[src/rtl/pwm_pkg.sv]
// pwm_pkg: shared definitions for the PWM capture path.
//   state_t    - capture FSM states (IDLE, WAIT_EDGE, MEASURE)
//   DUTY_W     - width of the reported duty code
//   DUTY_MAX   - full-scale duty code (also the flat-high report)
//   level_duty - duty code reported for a constant-level input
package pwm_pkg;

    typedef enum logic [1:0] {
        IDLE      = 2'd0,
        WAIT_EDGE = 2'd1,
        MEASURE   = 2'd2
    } state_t;

    localparam int                DUTY_W   = 8;
    localparam logic [DUTY_W-1:0] DUTY_MAX = 8'd255;

    // A waveform with no rising edge is either stuck low (duty 0) or
    // stuck high (full scale).
    function automatic logic [DUTY_W-1:0] level_duty(input logic level);
        return level ? DUTY_MAX : '0;
    endfunction

endpackage

[src/rtl/pwm_edge_sync.sv]
// pwm_edge_sync: brings pwm_in into the clk domain and detects rising edges.
// Build option: PWM_CAPTURE_SYNC_EN defined -> pwm_in passes through a 2-flop
// synchronizer (asynchronous input); undefined -> registered once.
// Ports:
//   clk    in   system clock
//   reset  in   synchronous active-high reset, clears every stage
//   pwm_in in   raw PWM waveform
//   level  out  sampled level, aligned with rise
//   rise   out  1 for one cycle per 0->1 transition of the sampled level
module pwm_edge_sync
    import pwm_pkg::*;
(
    input  logic clk,
    input  logic reset,
    input  logic pwm_in,
    output logic level,
    output logic rise
);

    logic s_p0;      // sampled signal s
    logic s_p1;      // s delayed one cycle (s_prev)
    logic rise_p1;   // edge flag, registered so it lines up with s_p1

`ifdef PWM_CAPTURE_SYNC_EN
    logic meta_p0;

    // Stage 0: two-flop synchronizer, pwm_in is asynchronous
    always_ff @(posedge clk) begin
        if (reset) begin
            meta_p0 <= 1'b0;
            s_p0    <= 1'b0;
        end else begin
            meta_p0 <= pwm_in;
            s_p0    <= meta_p0;
        end
    end
`else
    // Stage 0: single input register, pwm_in is synchronous to clk
    always_ff @(posedge clk) begin
        if (reset) begin
            s_p0 <= 1'b0;
        end else begin
            s_p0 <= pwm_in;
        end
    end
`endif

    // Stage 1: previous sample and edge flag, both from the same s_p0 sample
    always_ff @(posedge clk) begin
        if (reset) begin
            s_p1    <= 1'b0;
            rise_p1 <= 1'b0;
        end else begin
            s_p1    <= s_p0;
            rise_p1 <= s_p0 & ~s_p1;
        end
    end

    // The level handed to the FSM is the sample that produced the edge, so
    // the rise cycle itself counts as a high cycle.
    assign level = s_p1;
    assign rise  = rise_p1;

endmodule

[src/rtl/pwm_capture.sv]
// pwm_capture: PWM duty-cycle receiver. Measures high time and period between
// consecutive rising edges of pwm_in and reports an 8-bit duty code (high
// count saturated at 255) plus the period. With no rising edge for TIMEOUT
// cycles a constant-level report is made: duty 0 (flat low) or 255 (flat
// high) with period 0.
// Build option: PWM_CAPTURE_SYNC_EN (see pwm_edge_sync) adds a synchronizer
// stage and one cycle of latency; measured values are unchanged.
// Parameters:
//   CNT_W    width of period/high counters and period_out
//   TIMEOUT  cycles without a rising edge before a constant-level report
// Ports:
//   clk        in   system clock
//   reset      in   synchronous active-high reset
//   enable     in   1 = measure, 0 = idle with counters cleared
//   pwm_in     in   PWM waveform
//   duty_out   out  last measured duty code
//   period_out out  last measured period (0 for a constant-level report)
//   duty_valid out  one-cycle pulse when duty_out/period_out update
module pwm_capture
    import pwm_pkg::*;
#(
    parameter int CNT_W   = 16,
    parameter int TIMEOUT = 512
) (
    input  logic              clk,
    input  logic              reset,
    input  logic              enable,
    input  logic              pwm_in,
    output logic [DUTY_W-1:0] duty_out,
    output logic [CNT_W-1:0]  period_out,
    output logic              duty_valid
);

    localparam logic [CNT_W-1:0] CNT_ONE  = CNT_W'(1);
    localparam logic [CNT_W-1:0] TO_LAST  = CNT_W'(TIMEOUT - 1);
    localparam logic [CNT_W-1:0] TO_FULL  = CNT_W'(TIMEOUT);
    localparam logic [CNT_W-1:0] DUTY_CAP = {{(CNT_W-DUTY_W){1'b0}}, DUTY_MAX};

    function automatic logic [DUTY_W-1:0] sat_duty(input logic [CNT_W-1:0] cnt);
        return (cnt > DUTY_CAP) ? DUTY_MAX : cnt[DUTY_W-1:0];
    endfunction

    logic level;
    logic rise;

    pwm_edge_sync u_edge (
        .clk    (clk),
        .reset  (reset),
        .pwm_in (pwm_in),
        .level  (level),
        .rise   (rise)
    );

    state_t             state,      state_n;
    logic [CNT_W-1:0]   period_cnt, period_cnt_n;
    logic [CNT_W-1:0]   high_cnt,   high_cnt_n;
    logic [CNT_W-1:0]   to_cnt,     to_cnt_n;
    logic [DUTY_W-1:0]  duty_n;
    logic [CNT_W-1:0]   period_out_n;
    logic               valid_n;

    always_comb begin
        state_n      = state;
        period_cnt_n = period_cnt;
        high_cnt_n   = high_cnt;
        to_cnt_n     = to_cnt;
        duty_n       = duty_out;
        period_out_n = period_out;
        valid_n      = 1'b0;

        // Dropping enable discards any measurement in progress, no report.
        if (!enable) begin
            state_n      = IDLE;
            period_cnt_n = '0;
            high_cnt_n   = '0;
            to_cnt_n     = '0;
        end else begin
            unique case (state)
                IDLE: begin
                    state_n      = WAIT_EDGE;
                    period_cnt_n = '0;
                    high_cnt_n   = '0;
                    to_cnt_n     = '0;
                end

                WAIT_EDGE: begin
                    if (rise) begin
                        state_n      = MEASURE;
                        period_cnt_n = CNT_ONE;
                        high_cnt_n   = CNT_ONE;
                        to_cnt_n     = '0;
                    end else if (to_cnt == TO_LAST) begin
                        duty_n       = level_duty(level);
                        period_out_n = '0;
                        valid_n      = 1'b1;
                        to_cnt_n     = '0;
                    end else begin
                        to_cnt_n = to_cnt + CNT_ONE;
                    end
                end

                MEASURE: begin
                    // Rise is checked first so a period of exactly TIMEOUT
                    // is still reported as a real measurement.
                    if (rise) begin
                        duty_n       = sat_duty(high_cnt);
                        period_out_n = period_cnt;
                        valid_n      = 1'b1;
                        period_cnt_n = CNT_ONE;
                        high_cnt_n   = CNT_ONE;
                    end else if (period_cnt == TO_FULL) begin
                        duty_n       = level_duty(level);
                        period_out_n = '0;
                        valid_n      = 1'b1;
                        state_n      = WAIT_EDGE;
                        period_cnt_n = '0;
                        high_cnt_n   = '0;
                        to_cnt_n     = '0;
                    end else begin
                        period_cnt_n = period_cnt + CNT_ONE;
                        if (level) begin
                            high_cnt_n = high_cnt + CNT_ONE;
                        end
                    end
                end

                default: begin
                    state_n = IDLE;
                end
            endcase
        end
    end

    // FSM/counter/output register stage
    always_ff @(posedge clk) begin
        if (reset) begin
            state      <= IDLE;
            period_cnt <= '0;
            high_cnt   <= '0;
            to_cnt     <= '0;
            duty_out   <= '0;
            period_out <= '0;
            duty_valid <= 1'b0;
        end else begin
            state      <= state_n;
            period_cnt <= period_cnt_n;
            high_cnt   <= high_cnt_n;
            to_cnt     <= to_cnt_n;
            duty_out   <= duty_n;
            period_out <= period_out_n;
            duty_valid <= valid_n;
        end
    end

endmodule

[config.mk]
export PLATFORM = sky130hd
export DESIGN_NAME = pwm_capture
export DESIGN_NICKNAME = d
export VERILOG_FILES = /design/src/rtl/pwm_pkg.sv /design/src/rtl/pwm_edge_sync.sv /design/src/rtl/pwm_capture.sv
export SDC_FILE = /design/constraint.sdc
export NUM_CORES = 1
export LEC_CHECK = 0
export ABC_AREA = 0
export CAP_MARGIN = 10
export CORE_ASPECT_RATIO = 0.8
export CORE_MARGIN = 2
export CORE_UTILIZATION = 26
export DETAILED_ROUTE_END_ITERATION = 12
export PLACE_DENSITY = 0.44
export SYNTH_ARGS = -nofsm -noshare
export SYNTH_HDL_FRONTEND = slang
export SYNTH_SLANG_ARGS = --single-unit
[constraint.sdc]
create_clock -name clk -period 2 [get_ports clk]
set_clock_uncertainty 0.2 [all_clocks]
set_input_delay 0.4 -clock clk [delete_from_list [all_inputs] [get_ports clk]]
set_output_delay 0.4 -clock clk [all_outputs]
set_load 0.05 [all_outputs]
Word level (Yosys, flattened, before mapping)
Cells that the tools add are included.
{"block": "classes", "add_sub_neg": 3, "order_cmp": 1, "n_eq_ne": 11, "muxes": 33, "n_bitwise": 3, "reduce_logical": 9}
{"cell": "16-bit 2-to-1 mux", "n": 13}
{"cell": "16-bit one-hot mux with 3 select lines", "n": 3}
{"cell": "16-bit by 1-bit adder with 16-bit output (second input constant)", "n": 3}
{"cell": "8-bit 2-to-1 mux", "n": 6}
{"cell": "16-bit one-hot mux with 2 select lines", "n": 1}
{"cell": "16-bit by 10-bit equality test with 1-bit output (second input constant)", "n": 1}
{"cell": "16-bit by 9-bit equality test with 1-bit output (second input constant)", "n": 1}
{"cell": "16-bit by 8-bit greater-than comparator with 1-bit output (second input constant)", "n": 1}
{"cell": "8-bit one-hot mux with 2 select lines", "n": 1}
{"cell": "3-bit AND reduction", "n": 3}
{"cell": "2-bit != test (second input constant)", "n": 4}
{"cell": "2-bit 2-to-1 mux", "n": 3}
{"cell": "2-bit one-hot mux with 3 select lines", "n": 1}
{"cell": "5-bit AND reduction", "n": 1}
{"cell": "1-bit 2-to-1 mux", "n": 4}
{"cell": "4-bit by 2-bit != test with 1-bit output (second input constant)", "n": 1}
{"cell": "3-bit by 2-bit != test with 1-bit output (second input constant)", "n": 1}
{"cell": "3-bit nonzero test", "n": 1}
{"cell": "2-bit by 1-bit equality test with 1-bit output (second input constant)", "n": 1}
{"cell": "2-bit equality test (second input constant)", "n": 1}
{"cell": "2-bit zero test", "n": 1}
{"cell": "2-bit by 1-bit != test with 1-bit output (second input constant)", "n": 1}
{"cell": "1-bit NOT", "n": 2}
{"cell": "1-bit one-hot mux with 2 select lines", "n": 1}
{"cell": "4 further kinds", "n": 4}
{"block": "totals", "ff_bits": 78, "in_bits": 4, "output_inout_bits": 25}

Longest topological paths before layout
Gate-level depths: netlist of run 1.
{"block": "depth", "word_depth": 5, "depth_mapped": 9, "depth_no_buf": 7}

By module
From an unflattened synthesis of run 1, not the netlist that was laid out.
{"block": "unflattened", "cells_unflattened": 450, "area_unflattened_um2": 4012.6}
{"mod": "pwm_capture", "instances": 1, "cells_each": 444, "area_per_inst_um2": 3927.5, "seq_area_each_um2": 1501.4}
{"mod": "pwm_edge_sync", "instances": 1, "cells_each": 6, "area_per_inst_um2": 85.1, "seq_area_each_um2": 60.1}

Worst setup path after synthesis of run 1
Ideal clock, no wire load.
{"block": "synth_timing", "kind": "register to register", "start": "register period_cnt[0]", "end": "register high_cnt[11]", "t_arrival_ps": 1930, "required_ps": 1725, "path_slack_ps": -205, "stages_incl_launch_ff": 10, "n_path_buf": 2, "synth_period_minus_slack_ps": 2205, "path_cell_list": "dfxtp_1 -> inv_1 -> ha_1 -> nor4b_2 -> and4_1 -> buf_2 -> o31ai_1 -> buf_2 -> a21oi_1 -> o22ai_1"}
{"block": "synth_via", "elab_chain_cells": 4}
{"item": "start: declaration", "line_no": "pwm_capture.sv:55", "source": "logic [CNT_W-1:0] period_cnt, period_cnt_n;"}
{"item": "start signal: assignment", "line_no": "pwm_capture.sv:146", "source": "period_cnt <= period_cnt_n;"}
{"item": "16-bit by 10-bit equality test with 1-bit output (*)", "line_no": "pwm_capture.sv:111", "source": "end else if (period_cnt == TO_FULL) begin"}
{"item": "16-bit 2-to-1 mux", "line_no": "pwm_capture.sv:111"}
{"item": "16-bit 2-to-1 mux", "line_no": "pwm_capture.sv:105", "source": "if (rise) begin"}
{"item": "16-bit one-hot mux with 3 select lines", "line_no": "pwm_capture.sv:78", "source": "unique case (state)"}
{"item": "end signal: assignment", "line_no": "pwm_capture.sv:147", "source": "high_cnt <= high_cnt_n;"}
{"item": "end: declaration", "line_no": "pwm_capture.sv:56", "source": "logic [CNT_W-1:0] high_cnt, high_cnt_n;"}
Every way passes the cells marked *; elsewhere a longest branch is shown, timed or not.
A chain may end at the register's enable or synchronous reset.

Final worst setup path of run 1
{"block": "layout_timing", "start": "register period_cnt[0]", "end": "register state[0]"}
{"block": "layout_via", "elab_chain_cells": 3}
{"item": "16-bit by 10-bit equality test with 1-bit output", "line_no": "pwm_capture.sv:111"}
{"item": "2-bit != test (no line)"}
{"item": "3-bit AND reduction (no line)"}
{"item": "end signal: assignment", "line_no": "pwm_capture.sv:145", "source": "state <= state_n;"}
{"item": "end: declaration", "line_no": "pwm_capture.sv:54", "source": "state_t state, state_n;"}
No other way between the ends.

==> results.toml, run 1 <==
[global_route]
grt_max_degree = 26
grt_pass1_wl_um = 18600
grt_overflow = 0
grt_pass1_vias = 3683
grt_usage_pct = 14.2
antenna_found_initial = 0

[status]
status = "finished, violations left"
failed_checks = "negative setup slack"

[setup_path]
crit_fanout = 7
worstPathArrival_ps = 2240
endpoint_kind = "flip-flop"
worst_setup_path_start_kind = "flip-flop"
critPathRequiredTime_ps = 2080
crit_type = "reg -> reg"

[layout]
nets = 580
final_cell_mix = "101 x buf_4, 73 x dfxtp_1, 50 x nand2_1"
final_common_cell = "buf_4"
layout-drive-gt1-share_pct = 35.4
area_delta_synth_final_pct = 45.6
antennaDiodeCount = 0

[sta]
max_freq_ghz = 0.462
drv_slew = 0
rsz0062_at_grt = "yes"
hold_violations = 0
maxSlewHeadroom_pct = 59.0
worst_slack_ps = -163
timing.hold.ws_ps = 267
min_period_over_period_pct = 108
layout_min_cycle_time_ps = 2160
worstMarginPinSlew_ps = 614
setup_viol = 57

[power]
powerDensity_nw_per_um2 = 585
leakage_nw = 2.03
vdd_ir_drop_max_mv = 0.373

[detailed_routing]
drcViolationCount = 0
wirelength_um = 11200
firstDrtPassIters = 4
top_layer = "met4"
wl_per_cell_um = 14.7
ant_nets = 0
drtIter0Drc = 189
vias = 3672
vias_per_cell = 4.83
wl_met2_um = 5060
drt-met1-wl_um = 5550
wl_met3_um = 373

[cts]
insertion_delay_ps = 340
root_buffer = "clkbuf_16"
cts-hold-fix-buffers = 0
clkTransAtPathRegs_ps = 70
ctsHtreeMaxLevel = 3
cts_tree = "yes"
clock_sinks = 78
cts_buffers = 9
cts_buffer_depth = 2

[yosys]
synth_top_area_share_pct = 39.0
synth_largest_area_cell = "dfxtp_1"
yosys_register_bits = 78
netlist_instances = 454
syn-cell-area_um2 = 4000
async_reset_ff_share_pct = 0
ys_types = 57
synthFlopType = "dfxtp_1"
synth_edf_count = 0
yosys_warnings = 0
ys_seq_area_share_pct = 39.0
synth.avg_cell_area_um2 = 8.81
ys_top_cells_by_area = "dfxtp_1 39%, mux2i_1 6.0%, nand2b_1 4.8%"
synth_nets = 467

[placement]
hpwl_um = 7850
gp_congestion = 0.771
port_buffers = 28
post-place-ws_ps = -269

[flow_run]
maxCapViolations = 0

[hold_path]
hold_path.class = "reg -> reg"

[die]
fp.coreArea_um2 = 15000
die-area_um2 = 16400
std_cell_rows = 40
die-width_um = 143
start_util_pct = 26.6
pin_count = 29
die_y_um = 115
[sequential cells by signal (all words and copies together) (netlist names), 2 cells and up]
signal and count:
high_cnt 16, duty_out 8, state 2, period_out 16, to_cnt 16, period_cnt 16
[synthesized netlist by cell type (2+ instances only)]
| library cell | number |
|---|---|
| a21oi_1 | 20 |
| buf_6 | 2 |
| a2111oi_0 | 3 |
| and4_1 | 6 |
| a41oi_1 | 2 |
| mux2i_1 | 24 |
| o22ai_1 | 3 |
| o21ai_0 | 21 |
| ha_1 | 9 |
| and2_1 | 4 |
| xnor2_1 | 16 |
| a211oi_1 | 5 |
| nor4_2 | 3 |
| or4_1 | 2 |
| buf_8 | 2 |
| or4_4 | 2 |
| and3_1 | 8 |
| a2111oi_2 | 3 |
| nor2_1 | 36 |
| dfxtp_1 | 78 |
| nand2_1 | 51 |
| or4b_1 | 2 |
| o221a_2 | 2 |
| clkbuf_1 | 9 |
| nand3_1 | 30 |
| buf_2 | 4 |
| nor4b_2 | 3 |
| o31ai_1 | 3 |
| nor4_1 | 2 |
| nand2b_1 | 31 |
| nor3b_1 | 4 |
| nor2b_1 | 5 |
| xor2_1 | 9 |
| inv_1 | 9 |
| nand4_1 | 10 |
| nor3_1 | 8 |
| o211ai_1 | 2 |
| a31oi_1 | 2 |
[where the power goes]
part	internal [mW]	total, mW	switching [mW]	leakage, nW
combinational	0.0879	0.182	0.0937	1.25
clock	0.984	1.66	0.677	0.146
sequential	1.56	1.56	0.00522	0.632
total	2.63	3.41	0.776	2.03
[worst max-delay path: stages, from the launching register on]
cell,delay (ps)
dfxtp_4,340
inv_2,60
ha_4,120
nor4b_4,200
nand4_1,200
buf_6,210
and2_4,170
or4_4,480
a21oi_2,130
[per-stage QoR]
step	area, um2	total power, mW	util [%]	setup TNS [ps]	std cells
final	5820	3.41	38.8	-5860	760
after CTS	5540	3.43	36.9	-5760	754
after global routing	5820	3.54	38.8	-12720	760
after global placement	5030	1.74	33.5	-8630	734
after floorplan	4070	1.68	-	-1620	454
after detailed placement	5030	1.75	33.5	-10230	734
[metal layers]
layer  vias up  track usage, %
li1       1849               -
met1      1746            19.3
met2        62            22.4
met3        15            3.17
met4         0            5.08
met5         -               0
[final timing paths]
| path | start | endpoint | slack, ps | cells past startpoint |
|---|---|---|---|---|
| setup / recovery | period_cnt[0] | state[0] | -160 | 8 |
| hold / removal | u_edge.s_p0 | u_edge.level | 270 | 1 |
| setup reg to reg | period_cnt[0] | state[0] | -160 | 8 |
| hold reg to reg | u_edge.s_p0 | u_edge.level | 270 | 1 |
[kinds of logic (layout without fill, tap and decap cells)]
logic type      Yosys count  count (layout)  synth area share [%]
flops                    78              78                  39.0
buf+inv                  28             145                  3.79
fa+ha+maj                 9               9                  2.82
xor+xnor                 25              25                  5.48
mux                      24              24                  6.01
simple gates            213             213                  29.5
compound gates           77              77                  13.4
[what timing repair did]
item                                   in CTS  in global routing
resized for setup                          33                 48
setup buffers                               5                  6
cloned                                      0                  1
setup endpoints to repair                  70                 75
pin swaps                                   9                 13
endpoints found under the hold margin       0                  0
[area by class of cell]
type | count | area [um2]
repair buffers | 121 | 1030
flip-flops and latches | 78 | 1570
multi-input cells | 348 | 2650
clock inverters | 3 | 25.0
inverters | 9 | 33.8
fillers | 1511 | 9190
well taps | 189 | 236
clock buffers | 12 | 278
Note: power is estimated with default switching activity, not from simulation.
==> run 2: changes to the inputs <==
- MAX_ROUTING_LAYER: not set -> met4
- SLEW_MARGIN: not set -> 10
==> results.toml, run 2 (synthesis gave the netlist of run 1 again) <==
[placement]
place_area_um2 = 5030
gp_congestion = 0.781
hpwl_um = 7850
port_buffers = 28

[sta]
worstMarginPinSlew_ps = 614
max_freq_ghz = 0.462
fin_tns_setup_ps = -5980
hold_violations = 0
layout_min_cycle_time_ps = 2160
maxSlewHeadroom_pct = 59.0
drv_slew = 0
rsz0062_at_grt = "yes"
timing.hold.ws_ps = 267
min_period_over_period_pct = 108
worst_slack_ps = -164
setup_viol = 57

[status]
status = "finished, violations left"
failed_checks = "negative setup slack"

[layout]
final_area_um2 = 5820
multiInputGateArea_um2 = 2650
antennaDiodeCount = 0
final_cell_mix = "101 x buf_4, 73 x dfxtp_1, 50 x nand2_1"
layout-drive-gt1-share_pct = 35.4
area_delta_synth_final_pct = 45.6
final_common_cell = "buf_4"
nets = 580
register_area_um2 = 1570
fillCellCount = 1511

[die]
fp.coreArea_um2 = 15000
start_util_pct = 26.6
die-area_um2 = 16400
die-width_um = 143
pin_count = 29
std_cell_rows = 40
die_y_um = 115

[hold_path]
hold_path.class = "reg -> reg"
whs_path_depth = 1

[setup_path]
cp_slowest_cell = "or4b_4"
endpoint_kind = "flip-flop"
cp_cell_sequence = "or4b_4 -> nor4_4 -> nand2_2 -> a21oi_4 -> clkbuf_16 -> mux2i_1"
worstPathBufferInverterCount = 1
critPathRequiredTime_ps = 2070
crit_type = "reg -> reg"
worstPathArrival_ps = 2230
critPathTopFamily = "simple AND/OR/NAND/NOR gates"
crit_fanout = 12
r2r_cells = 6
crit_path_max_incr_delay_ps = 550
cp.depth = 6
worst_setup_path_start_kind = "flip-flop"

[cts]
cts-hold-fix-buffers = 0
cts_buffer_depth = 2
root_buffer = "clkbuf_16"
cts_tree = "yes"
insertion_delay_ps = 340
clkTransAtPathRegs_ps = 60
ctsHtreeMaxLevel = 3
cts_buffers = 9
clock_sinks = 78

[global_route]
grt_max_degree = 26
grt_pass1_vias = 3686
antenna_found_initial = 0
grt_usage_pct = 14.6
grt_pass1_wl_um = 18600
grt_overflow = 0

[detailed_routing]
vias = 3684
ant_nets = 0
wirelength_um = 11200
drcViolationCount = 0
wl_per_cell_um = 14.7
firstDrtPassIters = 6
drtIter0Drc = 197
vias_per_cell = 4.85

[power]
vdd_ir_drop_max_mv = 0.376
power_mw = 3.41
powerDensity_nw_per_um2 = 585
leakage_nw = 2.03

[flow_run]
maxCapViolations = 0
==> run 2: cell counts in the layout (fill, tap and decap cells not counted) <==
No cell type changed its count.
==> run 2: metrics by stage <==
step / instances / setup WS (ps) / utilization, %
after floorplan: 454 / -73.0 / -
after global placement: 734 / -232 / 33.5
after detailed placement: 734 / -269 / 33.5
after CTS: 754 / -170 / 36.9
after global routing: 760 / -293 / 38.8
final: 760 / -164 / 38.8
==> run 2: worst paths after layout <==
kind                             startpoint              to  slack, ps
worst max-delay path             to_cnt[13]  period_out[11]       -160
worst min-delay path            u_edge.s_p0    u_edge.level        270
worst max register to register   to_cnt[13]  period_out[11]       -160
worst min register to register  u_edge.s_p0    u_edge.level        270
==> run 2: final cells by class <==
cell class / instances / area share (%)
Multi-Input combinational cell: 348 / 45.6
Sequential cell: 78 / 27.0
Timing Repair Buffer: 121 / 17.6
Clock buffer: 12 / 4.77
Tap cell: 189 / 4.06
Inverter: 9 / 0.580
Clock inverter: 3 / 0.430
==> run 2: repair_timing <==
action                     CTS  global route
setup endpoints to repair   70            75
cloned                       0             1
pin swaps                    9            13
gates resized for setup     33            48
buffers inserted             5             6
==> run 2: routing by layer <==
layer / part of all wire, % / up-vias / wire, um / global-route usage [%]
li1: - / 1850 / - / -
met1: 50 / 1762 / 5620 / 19.3
met2: 45 / 57 / 5030 / 22.3
met3: 3.0 / 15 / 340 / 3.04
met4: 1.6 / 0 / 176 / 5.08
met5: 0 / - / 0 / -
==> run 2: worst register-to-register path: cells and delay by family, from the launching register on <==
| kind | cells | cell delay (ps) |
|---|---|---|
| and+or+nand+nor | 3 | 950 |
| muxes | 1 | 190 |
| DFF | 1 | 320 |
| AOI/OAI and AO/OA | 1 | 210 |
| buffers and inverters | 1 | 220 |
==> run 2: power breakdown <==
group	internal, mW	leakage (nW)	switching, mW	total [mW]
Combinational	0.0879	1.25	0.0944	0.182
Sequential	1.56	0.632	0.00522	1.56
Clock	0.984	0.146	0.678	1.66
Total	2.63	2.03	0.778	3.41
==> run 3: changes to the inputs <==
- CTS_CLUSTER_DIAMETER: not set -> 200
==> results of run 3 <==
Final layout, timing and power as in run 2 (identical DEF).
